===== src/rtl/pipe_pkg.sv =====
// Shared MEM/WB pipeline types: default widths, the WB no-write encoding,
// the payload layout and the skid-register state encoding.
package pipe_pkg;

  localparam int DATA_WIDTH     = 32;
  localparam int REG_ADDR_WIDTH = 5;
  localparam int WB_CTRL_WIDTH  = 2;

  localparam logic [WB_CTRL_WIDTH-1:0] WB_CTRL_NOP = '0;

  typedef struct packed {
    logic [WB_CTRL_WIDTH-1:0]  ctrl;
    logic [DATA_WIDTH-1:0]     read_data;
    logic [DATA_WIDTH-1:0]     result;
    logic [REG_ADDR_WIDTH-1:0] rd;
  } wb_payload_t;

  // Encoded as {skid_valid, main_valid}; ST_ILLEGAL is never reached.
  typedef enum logic [1:0] {
    ST_EMPTY   = 2'b00,
    ST_ONE     = 2'b01,
    ST_ILLEGAL = 2'b10,
    ST_FULL    = 2'b11
  } skid_state_e;

endpackage


===== src/rtl/pipe_slot.sv =====
// One pipeline storage slot: payload register plus valid bit, with load
// enable and synchronous clear (clear wins). Capture edge chosen by NEG_EDGE.
module pipe_slot #(
  parameter int W        = 1,
  parameter bit NEG_EDGE = 1'b1
) (
  input  logic         clk_i,
  input  logic         rst_ni,
  input  logic         clr_i,
  input  logic         load_i,
  input  logic [W-1:0] d_i,
  output logic         valid_o,
  output logic [W-1:0] q_o
);

  logic         r_valid;
  logic [W-1:0] r_data;

  // Clearing only drops the valid bit; payload keeps its last value.
  generate
    if (NEG_EDGE) begin : g_neg
      always_ff @(negedge clk_i or negedge rst_ni) begin
        if (!rst_ni) begin
          r_valid <= 1'b0;
          r_data  <= '0;
        end else if (clr_i) begin
          r_valid <= 1'b0;
        end else if (load_i) begin
          r_valid <= 1'b1;
          r_data  <= d_i;
        end
      end
    end else begin : g_pos
      always_ff @(posedge clk_i or negedge rst_ni) begin
        if (!rst_ni) begin
          r_valid <= 1'b0;
          r_data  <= '0;
        end else if (clr_i) begin
          r_valid <= 1'b0;
        end else if (load_i) begin
          r_valid <= 1'b1;
          r_data  <= d_i;
        end
      end
    end
  endgenerate

  assign valid_o = r_valid;
  assign q_o     = r_data;

endmodule


===== src/rtl/mem_wb_skid_reg.sv =====
// MEM/WB boundary register with a one-entry skid slot. Handshake: a transfer
// happens on a capture edge where valid & ready; ready never depends on valid.
module mem_wb_skid_reg
  import pipe_pkg::*;
#(
  parameter int DATA_W   = DATA_WIDTH,
  parameter int RADDR_W  = REG_ADDR_WIDTH,
  parameter int CTRL_W   = WB_CTRL_WIDTH,
  parameter bit NEG_EDGE = 1'b1
) (
  input  logic               clk_i,
  input  logic               rst_ni,
  input  logic               flush_i,
  input  logic               in_valid_i,
  output logic               in_ready_o,
  input  logic [CTRL_W-1:0]  wb_ctrl_d,
  input  logic [DATA_W-1:0]  read_data_d,
  input  logic [DATA_W-1:0]  result_d,
  input  logic [RADDR_W-1:0] rd_d,
  output logic               out_valid_o,
  input  logic               out_ready_i,
  output logic [CTRL_W-1:0]  wb_ctrl_q,
  output logic [DATA_W-1:0]  read_data_q,
  output logic [DATA_W-1:0]  result_q,
  output logic [RADDR_W-1:0] rd_q
);

  typedef struct packed {
    logic [CTRL_W-1:0]  ctrl;
    logic [DATA_W-1:0]  read_data;
    logic [DATA_W-1:0]  result;
    logic [RADDR_W-1:0] rd;
  } pay_t;

  localparam int PAY_W = $bits(pay_t);

  pay_t        w_in_pay;
  pay_t        w_main_pay;
  pay_t        w_skid_pay;
  pay_t        w_main_d;
  logic        w_main_valid;
  logic        w_skid_valid;
  logic        w_main_load;
  logic        w_main_clr;
  logic        w_skid_load;
  logic        w_skid_clr;
  logic        w_fire_in;
  logic        w_fire_out;
  skid_state_e w_state;

  assign w_in_pay   = {wb_ctrl_d, read_data_d, result_d, rd_d};
  assign w_fire_in  = in_valid_i & in_ready_o;
  assign w_fire_out = out_valid_o & out_ready_i;
  assign w_state    = skid_state_e'({w_skid_valid, w_main_valid});

  always_comb begin
    w_main_load = 1'b0;
    w_main_clr  = 1'b0;
    w_skid_load = 1'b0;
    w_skid_clr  = 1'b0;
    w_main_d    = w_in_pay;
    case (w_state)
      ST_EMPTY: w_main_load = w_fire_in;
      ST_ONE: begin
        if (w_fire_in && w_fire_out) begin
          w_main_load = 1'b1;
        end else if (w_fire_in) begin
          w_skid_load = 1'b1;
        end else if (w_fire_out) begin
          w_main_clr = 1'b1;
        end
      end
      ST_FULL: begin
        // Skid entry is the younger one; it moves up as main drains.
        if (w_fire_out) begin
          w_main_load = 1'b1;
          w_main_d    = w_skid_pay;
          w_skid_clr  = 1'b1;
        end
      end
      default: begin
        w_main_clr = 1'b1;
        w_skid_clr = 1'b1;
      end
    endcase
    if (flush_i) begin
      w_main_load = 1'b0;
      w_skid_load = 1'b0;
      w_main_clr  = 1'b1;
      w_skid_clr  = 1'b1;
    end
  end

  pipe_slot #(.W(PAY_W), .NEG_EDGE(NEG_EDGE)) u_main (
    .clk_i   (clk_i),
    .rst_ni  (rst_ni),
    .clr_i   (w_main_clr),
    .load_i  (w_main_load),
    .d_i     (w_main_d),
    .valid_o (w_main_valid),
    .q_o     (w_main_pay)
  );

  pipe_slot #(.W(PAY_W), .NEG_EDGE(NEG_EDGE)) u_skid (
    .clk_i   (clk_i),
    .rst_ni  (rst_ni),
    .clr_i   (w_skid_clr),
    .load_i  (w_skid_load),
    .d_i     (w_in_pay),
    .valid_o (w_skid_valid),
    .q_o     (w_skid_pay)
  );

  assign in_ready_o  = ~w_skid_valid;
  assign out_valid_o = w_main_valid;
  // Bubbles must never write the register file.
  assign wb_ctrl_q   = w_main_valid ? w_main_pay.ctrl : CTRL_W'(WB_CTRL_NOP);
  assign read_data_q = w_main_pay.read_data;
  assign result_q    = w_main_pay.result;
  assign rd_q        = w_main_pay.rd;

endmodule


===== config.mk =====
export PLATFORM = sky130hd
export DESIGN_NAME = mem_wb_skid_reg
export DESIGN_NICKNAME = d
export VERILOG_FILES = /design/src/rtl/pipe_pkg.sv /design/src/rtl/pipe_slot.sv /design/src/rtl/mem_wb_skid_reg.sv
export SDC_FILE = /design/constraint.sdc
export NUM_CORES = 1
export LEC_CHECK = 0
export ABC_AREA = 1
export CORE_MARGIN = 1
export CORE_UTILIZATION = 56
export DETAILED_ROUTE_END_ITERATION = 12
export PLACE_DENSITY_LB_ADDON = 0.05
export SYNTH_ARGS = -nofsm -noshare
export SYNTH_HDL_FRONTEND = slang
export SYNTH_SLANG_ARGS = --single-unit

===== constraint.sdc =====
create_clock -name clk_i -period 3.96 [get_ports clk_i]
set_clock_uncertainty 0.15 [all_clocks]
set_input_delay 0.396 -clock clk_i [delete_from_list [all_inputs] [get_ports clk_i]]
set_output_delay 0.396 -clock clk_i [all_outputs]
set_load 0.005 [all_outputs]

==> results.sh <==
export IMPL_run_status="finished clean"
export IMPL_grt_max_degree=72
export IMPL_syn_area_per_cell_sq_um=7.66
export IMPL_syn_to_final_growth_pct=25.2
export IMPL_final_cell_mix="nand2_1 (435), nand3_1 (217), clkdlybuf4s50_1 (145)"
export IMPL_dp_hpwl_mm=10.9
export IMPL_postSynthCellCount=958
export IMPL_crit_type="reg2out"
export IMPL_clockBufferDepth=2
export IMPL_cts_buffers=17
export IMPL_placementRows=41
export IMPL_synth_cell_types=15
export IMPL_first_pass_iters=5
export IMPL_powerDensity_nw_per_um2=685
export IMPL_critPathRequiredTime_ns=3.41
export IMPL_cp_num_buf_inv=1
export IMPL_ys_ff_latch=144
export IMPL_syn_area_sq_um=7340
export IMPL_synthesis_nets=1039
export IMPL_power_total_uw=6300
export IMPL_cts_sinks=144
export IMPL_setup_violations_final=0
export IMPL_start_util=0.577
export IMPL_drt_iter0_markers=546
export IMPL_ys_seq_area_frac=0.491
export IMPL_worst_pin_slew_ns=0.814
export IMPL_register_area_sq_um=3600
export IMPL_clkTransAtPathRegs_ns=0.04
export IMPL_synth_warnings=0
export IMPL_grt_pass1_wl_mm=29.3
export IMPL_wl_per_cell_microns=15.0
export IMPL_drv_slew=0
export IMPL_port_buffers=148
export IMPL_vias=6410
export IMPL_top_usage_layer="met2"
export IMPL_cp_end_kind="output pin"
export IMPL_maxCapViolations=0
export IMPL_n_antenna_cell=0
export IMPL_hold_viol=0
export IMPL_arrival_ns=3.39
export IMPL_critical_path_max_stage_delay_ns=0.53
export IMPL_coreArea_sq_um=12700
export IMPL_path_max_fanout=3
export IMPL_die_x_microns=116
export IMPL_via_per_inst=5.31
export IMPL_grt_total_usage=0.284
export IMPL_antenna_found_initial=0
export IMPL_grt_pass1_vias=5936
export IMPL_cts_max_level=4
export IMPL_critPathLaunchType="register"
export IMPL_drc=0
export IMPL_multi_input_area_sq_um=2870
export IMPL_nFillCells=1095
export IMPL_ir_drop_mv=0.423
export IMPL_antenna_left=0
export IMPL_hold_slack_ns=0.265
export IMPL_grtUsageMet3=0.0576
export IMPL_use_met1=0.381
export IMPL_cp_top_family="buffers and inverters"
export IMPL_dieArea_sq_um=13600
export IMPL_drt_wl_total_mm=18.1
export IMPL_leakagePower_uw=0.00484
export IMPL_rsz0062_at_grt="false"
export IMPL_maxSlewHeadroom=0.457
export IMPL_fp_dieH_microns=116
export IMPL_num_io_pins=149
export IMPL_nets=1104
export IMPL_layout_commonest_cell="nand2_1"
export IMPL_drive_gt1_frac=0.0676
export IMPL_worstHoldPathType="reg2reg"
export IMPL_clock_latency_ns=0.40
export IMPL_path_cells="clkdlybuf4s50_1"
export IMPL_gp_congestion=0.782
export IMPL_met2_usage=0.453
export IMPL_cpMaxStageDelayCell="clkdlybuf4s50_1"
export IMPL_overflow=0
export IMPL_cts_root_buf="clkbuf_16"
export IMPL_cts_tree="built"
routing by layer:
| metal | vias to the layer above | share of wire | wire length (microns) |
|---|---|---|---|
| li1 | 3114 | - | - |
| met1 | 3027 | 0.43 | 7870 |
| met2 | 242 | 0.49 | 8910 |
| met3 | 27 | 0.057 | 1040 |
| met4 | 0 | 0.018 | 327 |
| met5 | - | 0 | 0 |
cells in the mapped netlist (all sizes together):
cell	number	share of area
clkbuf	15	0.0077
dfrtn	144	0.49
nand3	218	0.15
nand2	438	0.23
inv	13	0.0066
buf	118	0.11
o21ai	2	0.0014
nor2	5	0.0032
ha	5	0.0085
cell type report:
class	instances	area share
Multi-Input combinational cell	668	0.313
Inverter	13	0.00531
Clock buffer	27	0.0569
Clock inverter	5	0.00545
Sequential cell	144	0.392
Timing Repair Buffer	179	0.204
Tap cell	172	0.0234
where the power goes:
| part | switching [uW] | internal (uW) |
|---|---|---|
| Clock | 592 | 960 |
| Sequential | 388 | 2220 |
| Combinational | 1050 | 1090 |
final timing paths:
check / startpoint / slack, ns / to / cells past startpoint
worst min register to register: u_main.q_o[46] / 0.26 / u_main.q_o[46] / 2
max in group asynchronous: rst_ni / 1.37 / u_main.q_o[9] / 2
worst max-delay path: u_main.valid_o / 0.03 / out_valid_o / 1
worst min-delay path: u_main.q_o[46] / 0.26 / u_main.q_o[46] / 2
min in group asynchronous: rst_ni / 1.62 / u_main.q_o[47] / 1
worst max register to register: u_main.valid_o / 1.72 / u_main.q_o[28] / 8
stage by stage:
step	utilization	setup slack, ns	instances	TNS (ns)	area [sq um]
2_1_floorplan	-	0.453	958	0	7340
3_3_place_gp	0.676	-0.0798	1174	-4.59	8600
3_5_place_dp	0.676	-0.128	1174	-7.39	8600
4_1_cts	0.722	0.0158	1208	0	9190
5_1_grt	0.722	0.00488	1208	0	9190
6_report	0.722	0.0262	1208	0	9190
cells by family (layout without fill, tap and decap cells):
kind of cell,after synthesis,after routing,share of synthesized area
flops,144,144,0.491
buf+inv,146,224,0.120
fa+ha+maj,5,5,0.00852
simple gates,661,661,0.380
compound gates,2,2,0.00136
state kept, by name, indices dropped and copies added (netlist names):
| register | count |
|---|---|
| u_skid.q_o | 71 |
| u_skid.valid_o | 1 |
| u_main.valid_o | 1 |
| u_main.q_o | 71 |
what timing repair did:
action / CTS / global route
hold buffers: 0 / 0
setup buffers: 2 / 0
endpoints found under the setup margin: 4 / 0
gates resized for setup: 3 / 0
(Power assumes the default switching activity.)
